<file path="src/rtl/dsp_ctrl_wb_pkg.sv">
// Shared definitions for the DSP write-back controller: build-time sizes,
// FSM state type and FIFO depth.
`ifndef HW_DSP_PE_ROWS
`define HW_DSP_PE_ROWS 4
`endif
`ifndef HW_BP_ACT_BUF_DEPTH
`define HW_BP_ACT_BUF_DEPTH 10
`endif
`ifndef HW_BP_OUT_BUF_DEPTH
`define HW_BP_OUT_BUF_DEPTH 10
`endif

package dsp_ctrl_wb_pkg;

  typedef enum logic [1:0] {
    IDLE,
    ISSUE,
    DRAIN
  } wb_state_t;

  localparam int unsigned WB_FIFO_DEPTH = 4;
  localparam int unsigned WB_CNT_W      = $clog2(WB_FIFO_DEPTH + 1);

endpackage

</file>
<file path="src/rtl/dsp_ctrl_wb_fifo.sv">
// Small synchronous FIFO buffering output-buffer read data ahead of the
// write-back stream; head entry is presented combinationally.
module wb_fifo #(
  parameter int unsigned WIDTH = 32,
  parameter int unsigned DEPTH = 4
) (
  input  logic                         clk,
  input  logic                         rst,
  input  logic                         push,
  input  logic [WIDTH-1:0]             push_data,
  input  logic                         pop,
  output logic [WIDTH-1:0]             pop_data,
  output logic                         full,
  output logic                         empty,
  output logic [$clog2(DEPTH+1)-1:0]   count
);

  localparam int unsigned PW = (DEPTH > 1) ? $clog2(DEPTH) : 1;
  localparam int unsigned CW = $clog2(DEPTH + 1);

  logic [WIDTH-1:0] mem [DEPTH];
  logic [PW-1:0]    wr_ptr, rd_ptr;
  logic [CW-1:0]    cnt;
  logic             do_push, do_pop;

  function automatic logic [PW-1:0] ptr_inc(input logic [PW-1:0] p);
    return (p == PW'(DEPTH - 1)) ? '0 : p + PW'(1);
  endfunction

  always_comb begin
    full     = (cnt == CW'(DEPTH));
    empty    = (cnt == '0);
    count    = cnt;
    pop_data = mem[rd_ptr];
    do_pop   = pop && !empty;
    do_push  = push && (!full || do_pop);
  end

  always_ff @(posedge clk or posedge rst) begin
    if (rst) begin
      wr_ptr <= '0;
      rd_ptr <= '0;
      cnt    <= '0;
    end else begin
      if (do_push) wr_ptr <= ptr_inc(wr_ptr);
      if (do_pop)  rd_ptr <= ptr_inc(rd_ptr);
      cnt <= cnt + CW'(do_push) - CW'(do_pop);
    end
  end

  always_ff @(posedge clk) begin
    if (do_push) mem[wr_ptr] <= push_data;
  end

endmodule

</file>
<file path="src/rtl/dsp_ctrl_wb.sv">
// Write-back controller: walks the output buffer reading the final psum of
// each (k,hw) and streams it out through a credit-limited FIFO.
module dsp_ctrl_wb
  import dsp_ctrl_wb_pkg::*;
#(
  parameter int unsigned ROWS             = `HW_DSP_PE_ROWS,
  parameter int unsigned BP_ACT_BUF_DEPTH = `HW_BP_ACT_BUF_DEPTH,
  parameter int unsigned BP_OUT_BUF_DEPTH = `HW_BP_OUT_BUF_DEPTH,
  parameter int unsigned OUT_W            = 32 * ROWS,
  parameter int unsigned RD_LAT           = 2
) (
  input  logic                          clk,
  input  logic                          rst,
  input  logic [7:0]                    bp_subtile_K,
  input  logic [7:0]                    bp_subtile_HW,
  input  logic [BP_ACT_BUF_DEPTH-1:0]   bp_subtile_CIJ,
  input  logic [BP_ACT_BUF_DEPTH+7:0]   bp_opt_subtile_HWCIJ,
  input  logic                          bp_wb_tile_start,
  output logic                          bp_out_buf_wb_rd_en,
  output logic [BP_OUT_BUF_DEPTH-1:0]   bp_out_buf_wb_addr,
  input  logic [OUT_W-1:0]              bp_out_buf_wb_rdata,
  output logic [OUT_W-1:0]              bp_wb_data,
  output logic                          bp_wb_valid,
  input  logic                          bp_wb_ready,
  output logic                          bp_wb_last,
  output logic                          bp_wb_busy,
  output logic                          bp_wb_tile_end
);

  localparam int unsigned AW = BP_OUT_BUF_DEPTH;
  localparam int unsigned CW = WB_CNT_W;

  wb_state_t        state_q, state_d;
  logic [7:0]       k_sz, hw_sz, k_cnt, hw_cnt;
  logic [AW-1:0]    cij_step, hwcij_step, row_base, addr_cur;
  logic [15:0]      beats_m1, beat_cnt;
  logic [RD_LAT-1:0] rd_pipe;
  logic [CW-1:0]    inflight, fifo_count;
  logic [CW:0]      occupancy;
  logic             all_issued;
  logic             fifo_full, fifo_empty, fifo_push, fifo_pop, rd_return;
  logic [OUT_W-1:0] fifo_head;
  logic             start_zero, load, issue, last_issue, last_pop, tile_end_d;

  logic [7:0]       s_k_sz, s_hw_sz, s_k_cnt, s_hw_cnt;
  logic [AW-1:0]    s_cij, s_hwcij, s_row, s_addr, cij_m1_in;

  always_comb begin
    start_zero = (bp_subtile_K == '0) || (bp_subtile_HW == '0) || (bp_subtile_CIJ == '0);
    rd_return  = rd_pipe[RD_LAT-1];
    fifo_pop   = bp_wb_valid && bp_wb_ready;
    fifo_push  = rd_return && (!fifo_full || fifo_pop);
    // Credit check counts this cycle's pop as freed so a full-rate stream keeps issuing
    occupancy  = (CW+1)'(fifo_count) + (CW+1)'(inflight) - (CW+1)'(fifo_pop);
    last_pop   = fifo_pop && (beat_cnt == beats_m1);
  end

  // Walk operands: the first read issues straight from IDLE using the live inputs
  always_comb begin
    cij_m1_in = AW'(bp_subtile_CIJ) - AW'(1);
    s_k_sz    = load ? bp_subtile_K  : k_sz;
    s_hw_sz   = load ? bp_subtile_HW : hw_sz;
    s_cij     = load ? AW'(bp_subtile_CIJ) : cij_step;
    s_hwcij   = load ? AW'(bp_opt_subtile_HWCIJ) : hwcij_step;
    s_row     = load ? cij_m1_in : row_base;
    s_addr    = load ? cij_m1_in : addr_cur;
    s_k_cnt   = load ? '0 : k_cnt;
    s_hw_cnt  = load ? '0 : hw_cnt;
    last_issue = (s_k_cnt == s_k_sz - 8'd1) && (s_hw_cnt == s_hw_sz - 8'd1);
  end

  always_comb begin
    state_d    = state_q;
    load       = 1'b0;
    issue      = 1'b0;
    tile_end_d = 1'b0;
    unique case (state_q)
      IDLE: begin
        if (bp_wb_tile_start) begin
          if (start_zero) begin
            tile_end_d = 1'b1;
          end else begin
            load    = 1'b1;
            issue   = 1'b1;
            state_d = ISSUE;
          end
        end
      end
      ISSUE: begin
        if (all_issued) state_d = DRAIN;
        else if (occupancy < (CW+1)'(WB_FIFO_DEPTH)) issue = 1'b1;
      end
      DRAIN: begin
        if (last_pop) begin
          state_d    = IDLE;
          tile_end_d = 1'b1;
        end
      end
      default: state_d = IDLE;
    endcase
  end

  always_ff @(posedge clk or posedge rst) begin
    if (rst) state_q <= IDLE;
    else     state_q <= state_d;
  end

  always_ff @(posedge clk or posedge rst) begin
    if (rst) begin
      k_sz                <= '0;
      hw_sz               <= '0;
      k_cnt               <= '0;
      hw_cnt              <= '0;
      cij_step            <= '0;
      hwcij_step          <= '0;
      row_base            <= '0;
      addr_cur            <= '0;
      beats_m1            <= '0;
      beat_cnt            <= '0;
      rd_pipe             <= '0;
      inflight            <= '0;
      all_issued          <= 1'b0;
      bp_out_buf_wb_rd_en <= 1'b0;
      bp_out_buf_wb_addr  <= '0;
      bp_wb_tile_end      <= 1'b0;
    end else begin
      bp_wb_tile_end      <= tile_end_d;
      bp_out_buf_wb_rd_en <= issue;
      rd_pipe[0]          <= bp_out_buf_wb_rd_en;
      for (int unsigned i = 1; i < RD_LAT; i++) rd_pipe[i] <= rd_pipe[i-1];
      inflight <= inflight + CW'(issue) - CW'(rd_return);

      if (load) begin
        k_sz       <= bp_subtile_K;
        hw_sz      <= bp_subtile_HW;
        cij_step   <= AW'(bp_subtile_CIJ);
        hwcij_step <= AW'(bp_opt_subtile_HWCIJ);
        beats_m1   <= 16'(bp_subtile_K) * 16'(bp_subtile_HW) - 16'd1;
        beat_cnt   <= '0;
      end else if (fifo_pop) begin
        beat_cnt <= beat_cnt + 16'd1;
      end

      if (issue) begin
        bp_out_buf_wb_addr <= s_addr;
        all_issued         <= last_issue;
        if (s_hw_cnt == s_hw_sz - 8'd1) begin
          hw_cnt   <= '0;
          k_cnt    <= s_k_cnt + 8'd1;
          row_base <= s_row + s_hwcij;
          addr_cur <= s_row + s_hwcij;
        end else begin
          hw_cnt   <= s_hw_cnt + 8'd1;
          k_cnt    <= s_k_cnt;
          row_base <= s_row;
          addr_cur <= s_addr + s_cij;
        end
      end
    end
  end

  wb_fifo #(
    .WIDTH (OUT_W),
    .DEPTH (WB_FIFO_DEPTH)
  ) u_fifo (
    .clk       (clk),
    .rst       (rst),
    .push      (fifo_push),
    .push_data (bp_out_buf_wb_rdata),
    .pop       (fifo_pop),
    .pop_data  (fifo_head),
    .full      (fifo_full),
    .empty     (fifo_empty),
    .count     (fifo_count)
  );

  always_comb begin
    bp_wb_valid = !fifo_empty;
    bp_wb_data  = fifo_empty ? '0 : fifo_head;
    bp_wb_last  = bp_wb_valid && (beat_cnt == beats_m1);
    bp_wb_busy  = (state_q != IDLE);
  end

endmodule

</file>
<file path="config.mk">
export PLATFORM = sky130hd
export DESIGN_NAME = dsp_ctrl_wb
export DESIGN_NICKNAME = d
export VERILOG_FILES = /design/src/rtl/dsp_ctrl_wb_pkg.sv /design/src/rtl/dsp_ctrl_wb_fifo.sv /design/src/rtl/dsp_ctrl_wb.sv
export SDC_FILE = /design/constraint.sdc
export NUM_CORES = 1
export LEC_CHECK = 0
export CAP_MARGIN = 25
export CORE_UTILIZATION = 55
export DETAILED_ROUTE_END_ITERATION = 16
export PLACE_DENSITY = 0.83
export SYNTH_ARGS = -nofsm -noshare
export SYNTH_HDL_FRONTEND = slang
export SYNTH_SLANG_ARGS = --single-unit
</file>
<file path="constraint.sdc">
create_clock -name clk -period 11.6 [get_ports clk]
set_input_delay 3.48 -clock clk [delete_from_list [all_inputs] [get_ports clk]]
set_output_delay 3.48 -clock clk [all_outputs]
set_load 0.01 [all_outputs]
</file>
==> run metrics, run 1 <==
Root Buffer clkbuf_16; async set-reset flop share out of synthesis 0.2037; Synth Instances 1960; CTS Sinks 643; Synth cell types between 60 and 70; area delta synth->final 20.28%; layout cells sized above 1 0.1182; Ys Warns 0; Main synth FF type edfxtp_1; most instantiated cells after synthesis edfxtp_1, nand2_1, and2_1; clock skew approximately 0.022 ns; Post-Syn Nets 2258; kind of critical path input port to register; register area between 15000 and 20000 um^2; Std-Cell Rows between 80 and 90; outcome finished clean; R2R Setup Slk 6.65 ns; count leader, synth edfxtp_1; Slowest-stage cell, CP and2_1; clock slew at reported path FFs 0.06 ns; RSZ-0062 raised after global routing false; Final Hold Fails 0; Detail Route Antenna Nets 0; Residual DRC 0; die height 232.6 um; DIE AREA 54110 um^2; nets around 2600; H-tree levels 3; Syn Std Cell Area 29250 um^2; Core ar. 52550 um^2; Vias/cell 5.754; wire per inst roughly 22 um; grt ovf 0; largest net degree at the start of global routing 88; Routed WL approximately 66000 um; Synth Register Bits roughly 640; Final Wtd Congestion around 0.86; post-detail-place hpwl between 30000 and 40000 um; Filler Cell Count 3454; Worst slew margin 0.3052; # IOs 319; die span in x 232.6 um; Hold Path Class register to register; multi-input logic area 9801 um^2; Post-synth EDFFs slightly above 500; CTS Hold Buffers Added 0; Initial DRC Count approximately 1200; crit-path max cell delay 0.85 ns; crit-path max FO 35; leading post-synthesis cells by cell area edfxtp_1, dfrtp_1, mux4_2; vias in the first global route 17917; crit share post-route 0.6992; Slew @ Worst Pin 1.042 ns; number of buffers created by CTS between 60 and 70; CTS tree yes; CTS resizes 0; Worst Hold Slack 0.3564 ns; CP Capture Type register; maximum VDD drop 0.0001976 V; First-pass DRT Iterations 5; total of max-cap violations 0; port buffer count 310; post-CTS setup buffer count 0; critical path arrival 8.62 ns; clock latency on the worst-skew pair about 0.6 ns; Synth top area share 0.5256; Via Count 17257; first-pass GRT wire length 100800 um; Overall Global Routing Usage 0.2451; antenna violations before repair 7; Synth area leader edfxtp_1; Final Max Slew Viols 0; Synth Area per Inst 14.92 um^2; fmax 123.3 MHz; PD cells around 270 nW/um^2; clock buffer depth 3; register area share after synthesis 0.6377; minimum clock period a little over 8 ns; Pleak 13.04 nW; setup TNS 0 ns; Worst setup SP type input port; Final setup viols 0; Crit path required time 12.11 ns; CP Cell Sequence clkdlybuf4s50_1, nor4_1, nand3_1, nand4_4, mux2i_1, ha_1, inv_1, or3_1, a21oi_1, o2111ai_4, o311ai_4, and2_1, nand2_1, o21bai_1; Starting Density 0.5566
flip-flops by register name, summed over array words and instances (netlist names), 2 cells and up:
name / flops
bp_out_buf_wb_addr: 10
u_fifo.mem: 512
u_fifo.wr_ptr: 2
u_fifo.count: 3
rd_pipe: 2
hw_cnt: 8
beat_cnt: 16
u_fifo.rd_ptr: 2
k_cnt: 8
hwcij_step: 10
beats_m1: 16
inflight: 3
k_sz: 8
row_base: 10
hw_sz: 8
state_q: 2
addr_cur: 10
cij_step: 10
per-stage QoR:
stage	util	area, um^2	setup slack, ns	instances	total power [mW]
floorplan	-	29250	4.145	1960	5.849
global placement	0.6273	32970	3.120	2874	7.222
detailed placement	0.6273	32970	2.991	2874	7.332
CTS	0.6694	35180	3.603	2997	9.563
global route	0.6694	35180	3.090	2998	10.02
finish	0.6695	35180	3.489	2999	9.488
worst max-delay path: cells and delay by family:
family | cells | cell delay (ns)
and+or+nand+nor | 6 | 2.68
AOI/OAI and AO/OA | 4 | 1.07
buffers and inverters | 2 | 0.78
muxes | 1 | 0.30
adders and majority gates | 1 | 0.28
area by class of cell:
type | instances | share of cell area
diodes | 2 | 0.0001423
clock buffers | 85 | 0.05107
clock inverters | 38 | 0.01170
inverters | 115 | 0.01241
multi-input cells | 1104 | 0.2786
flip-flops and latches | 643 | 0.5304
well taps | 688 | 0.02447
repair buffers | 324 | 0.09119
path summary, 6_finish.rpt:
path | startpoint | to | cells past startpoint
max | bp_subtile_HW[2] | addr_cur[9] | 14
min | rd_pipe[0] | rd_pipe[1] | 0
max reg2reg | state_q[1] | addr_cur[9] | 13
min reg2reg | rd_pipe[0] | rd_pipe[1] | 0
max in group asynchronous | rst | bp_out_buf_wb_addr[6] | 3
min in group asynchronous | rst | beat_cnt[7] | 2
report_power, final:
part           internal [mW]  total (mW)  switching (mW)
sequential              2.99        3.28           0.288
combinational           1.98        4.05            2.07
clock                   1.25        2.16           0.906
logic make-up after synthesis:
logic type      Yosys count  share of synthesized area
compound gates          165                    0.03812
xor+xnor                 92                    0.02755
fa+ha+maj               122                    0.06374
buf+inv                 213                    0.02806
flops                   643                     0.6377
mux                     151                     0.1068
simple gates            574                    0.09800
metal layers:
metal | vias up | GRT usage | share of wire | wire, um
met4 | 12 | 0.08027 | 0.026 | 1721
met1 | 8754 | 0.2955 | 0.37 | 24590
li1 | 7730 | - | - | -
met2 | 636 | 0.4209 | 0.51 | 33670
met5 | - | 0 | 0.0013 | 83
met3 | 125 | 0.07304 | 0.084 | 5529
placed cells by master (no fill, tap or decap), drive strengths merged, types with 45 or more instances in the layout:
| cell | instances |
|---|---|
| clkbuf | 85 |
| mux4 | 128 |
| fa | 45 |
| o21ai | 45 |
| xor2 | 50 |
| inv | 119 |
| ha | 77 |
| nand2 | 230 |
| clkdlybuf4s50 | 310 |
| edfxtp | 512 |
| and2 | 166 |
| dfrtp | 131 |
| nor2 | 69 |
No activity file was read; power rests on OpenSTA's default activity.
==> run 2, diff against run 1 <==
- CORE_UTILIZATION: 55 -> 51
- PLACE_DENSITY: 0.83 -> 0.81
- clock period: 11.6 -> 7 ns (I/O delays scaled with it)
==> run metrics, run 2 (synthesis results as in run 1) <==
total of max-cap violations 0; Sw Share 0.3462; port buffer count 310; Clock power frac 0.219; Final WS setup 0.7699 ns; Hold Path Class register to register; placed cell area 33340 um^2; nets roughly 2600; Sequential Power Share 0.347; Final setup viols 0; Worst slew margin 0.2827; total power 15.66 mW; Std-Cell Rows 87; grt ovf 0; Critical Path Start bp_subtile_K[3]; Core ar. 56500 um^2; FF-to-FF path depth 18; vias in the first global route ~18000; Logic pwr share 0.435; Root Buffer clkbuf_16; number of buffers created by CTS between 60 and 70; layout cells sized above 1 0.1270; first-pass GRT wire length 102000 um; post-CTS setup buffer count 0; crit-path max FO 11; minimum clock period 6.230 ns; maximum VDD drop 0.0003656 V; switching pwr 5.421 mW; Slew @ Worst Pin 1.076 ns; Final Max Slew Viols 0; largest register by flop count u_fifo.mem; DIE AREA around 60000 um^2; First-pass DRT Iterations 7; RSZ-0062 raised after global routing false; CP Capture Type register; Detail Route Antenna Nets 0; top flop regs u_fifo.mem x512, beat_cnt x16, beats_m1 x16; Crit Reg-Reg Endpoint inflight[2]; crit path to beats_m1[14]; Crit path required time 7.45 ns; Routed WL 66550 um; clock buffer depth 3; PD cells 441.8 nW/um^2; commonest non-fill, non-tap cell in the layout edfxtp_1; Overall Global Routing Usage 0.2309; largest net degree at the start of global routing 91; # IOs 319; H-tree levels 3; area delta synth->final 21.15%; critical path arrival ~6.7 ns; R2R Setup Slk about 1.9 ns; fmax 160.5 MHz; die span in x 241.5 um; kind of critical path input port to register; Vias/cell 5.584; most used cell, CP fa_1; Starting Density 0.5177; Slowest-stage cell, CP clkdlybuf4s50_1; crit share post-route 0.8900; Worst setup SP type input port; max reg flops 512; wire per inst ~22 um; fin area 35440 um^2; RR Startpoint u_fifo.count[1]; Via Count 17244; crit-path max cell delay around 0.76 ns; most frequent cells in the layout edfxtp_1, clkdlybuf4s50_1, nand2_1, and2_1, dfrtp_1; P_int approximately 10 mW; outcome finished clean; Final Hold Fails 0; CTS Sinks 643; clock slew at reported path FFs 0.05 ns; die height approximately 240 um; setup TNS 0 ns; Residual DRC 0; clock latency on the worst-skew pair between 0.5 and 0.6 ns; post-detail-place hpwl 41380 um; CTS resizes 0; pre-CTS setup slack 0.1943 ns; CTS tree yes; Final Wtd Congestion ~0.87; clock skew approximately 0.019 ns; Worst Hold Slack 0.3554 ns; Pleak 13.13 nW; CP Cell Sequence clkdlybuf4s50_1, nand2_1, fa_1, fa_1, inv_1, fa_1, inv_1, fa_1, inv_1, ha_1, nor3_1, nor2_1, a21boi_0, a21oi_1, a21oi_1, xnor2_1, o21ai_0; Initial DRC Count around 1100; antenna violations before repair 9; CTS Hold Buffers Added 0
==> run 2: cell types whose count changed in the layout (fill, tap and decap cells not counted), sizes merged <==
cell	delta
clkinv	-9
buf	+28
clkbuf	+5
bufinv	-5
clkinvlp	+2
==> run 2: final cells by class <==
cell class                 count  area (um^2)
clock buffer                  90         1867
sequential                   643        18660
timing repair buffer         352         3493
fill                        3942        21060
clock inverter                26        227.7
inverter                     115        436.7
multi-input combinational   1104         9799
tap                          756        945.9
antenna                        2        5.005
==> run 2: power groups by stage <==
stage          Combinational, mW  Clock, mW  Sequential (mW)
2_1_floorplan               4.39          0             5.31
4_1_cts                     6.88       3.49             5.44
3_3_place_gp                6.63          0             5.44
3_5_place_dp                6.77          0             5.49
5_1_grt                     7.44       3.62             5.51
6_report                    6.81       3.42             5.43
==> run 2: worst min path at each step <==
stage | from | endpoint | depth (start not counted)
2_1_floorplan | rd_pipe[0] | rd_pipe[1] | 0
3_3_place_gp | rd_pipe[0] | rd_pipe[1] | 0
3_5_place_dp | rd_pipe[0] | rd_pipe[1] | 0
4_1_cts | rd_pipe[0] | rd_pipe[1] | 0
5_1_grt | rd_pipe[0] | rd_pipe[1] | 0
6_report | rd_pipe[0] | rd_pipe[1] | 0
==> run 2: routing by layer <==
layer  GRT usage  wire length, um  up-vias
li1            -                -     7779
met1      0.2812            25410     8761
met2      0.3886            33780      574
met3     0.08592             6050      114
met4     0.05792             1208       16
met5           0              103        -
==> run 2: metrics by stage <==
stage | util | cells
final | 0.6272 | 3088
after global routing | 0.6271 | 3086
after CTS | 0.6271 | 3086
after detailed placement | 0.5901 | 2970
after global placement | 0.5901 | 2970
after floorplan | - | 1960
==> run 2: worst max-delay path: cells and delay by family <==
family	cells	cell delay (ns)
adder cells (fa/ha/maj)	5	2.38
buffers and inverters	4	0.92
AO/OA/AOI/OAI	4	0.74
AND/OR/NAND/NOR	3	0.42
XOR/XNOR	1	0.13
==> run 3, diff against run 2 <==
- SLEW_MARGIN: not set -> 20
==> results of run 3 <==
The final DEF is identical to that of run 2; final timing and power are the same.
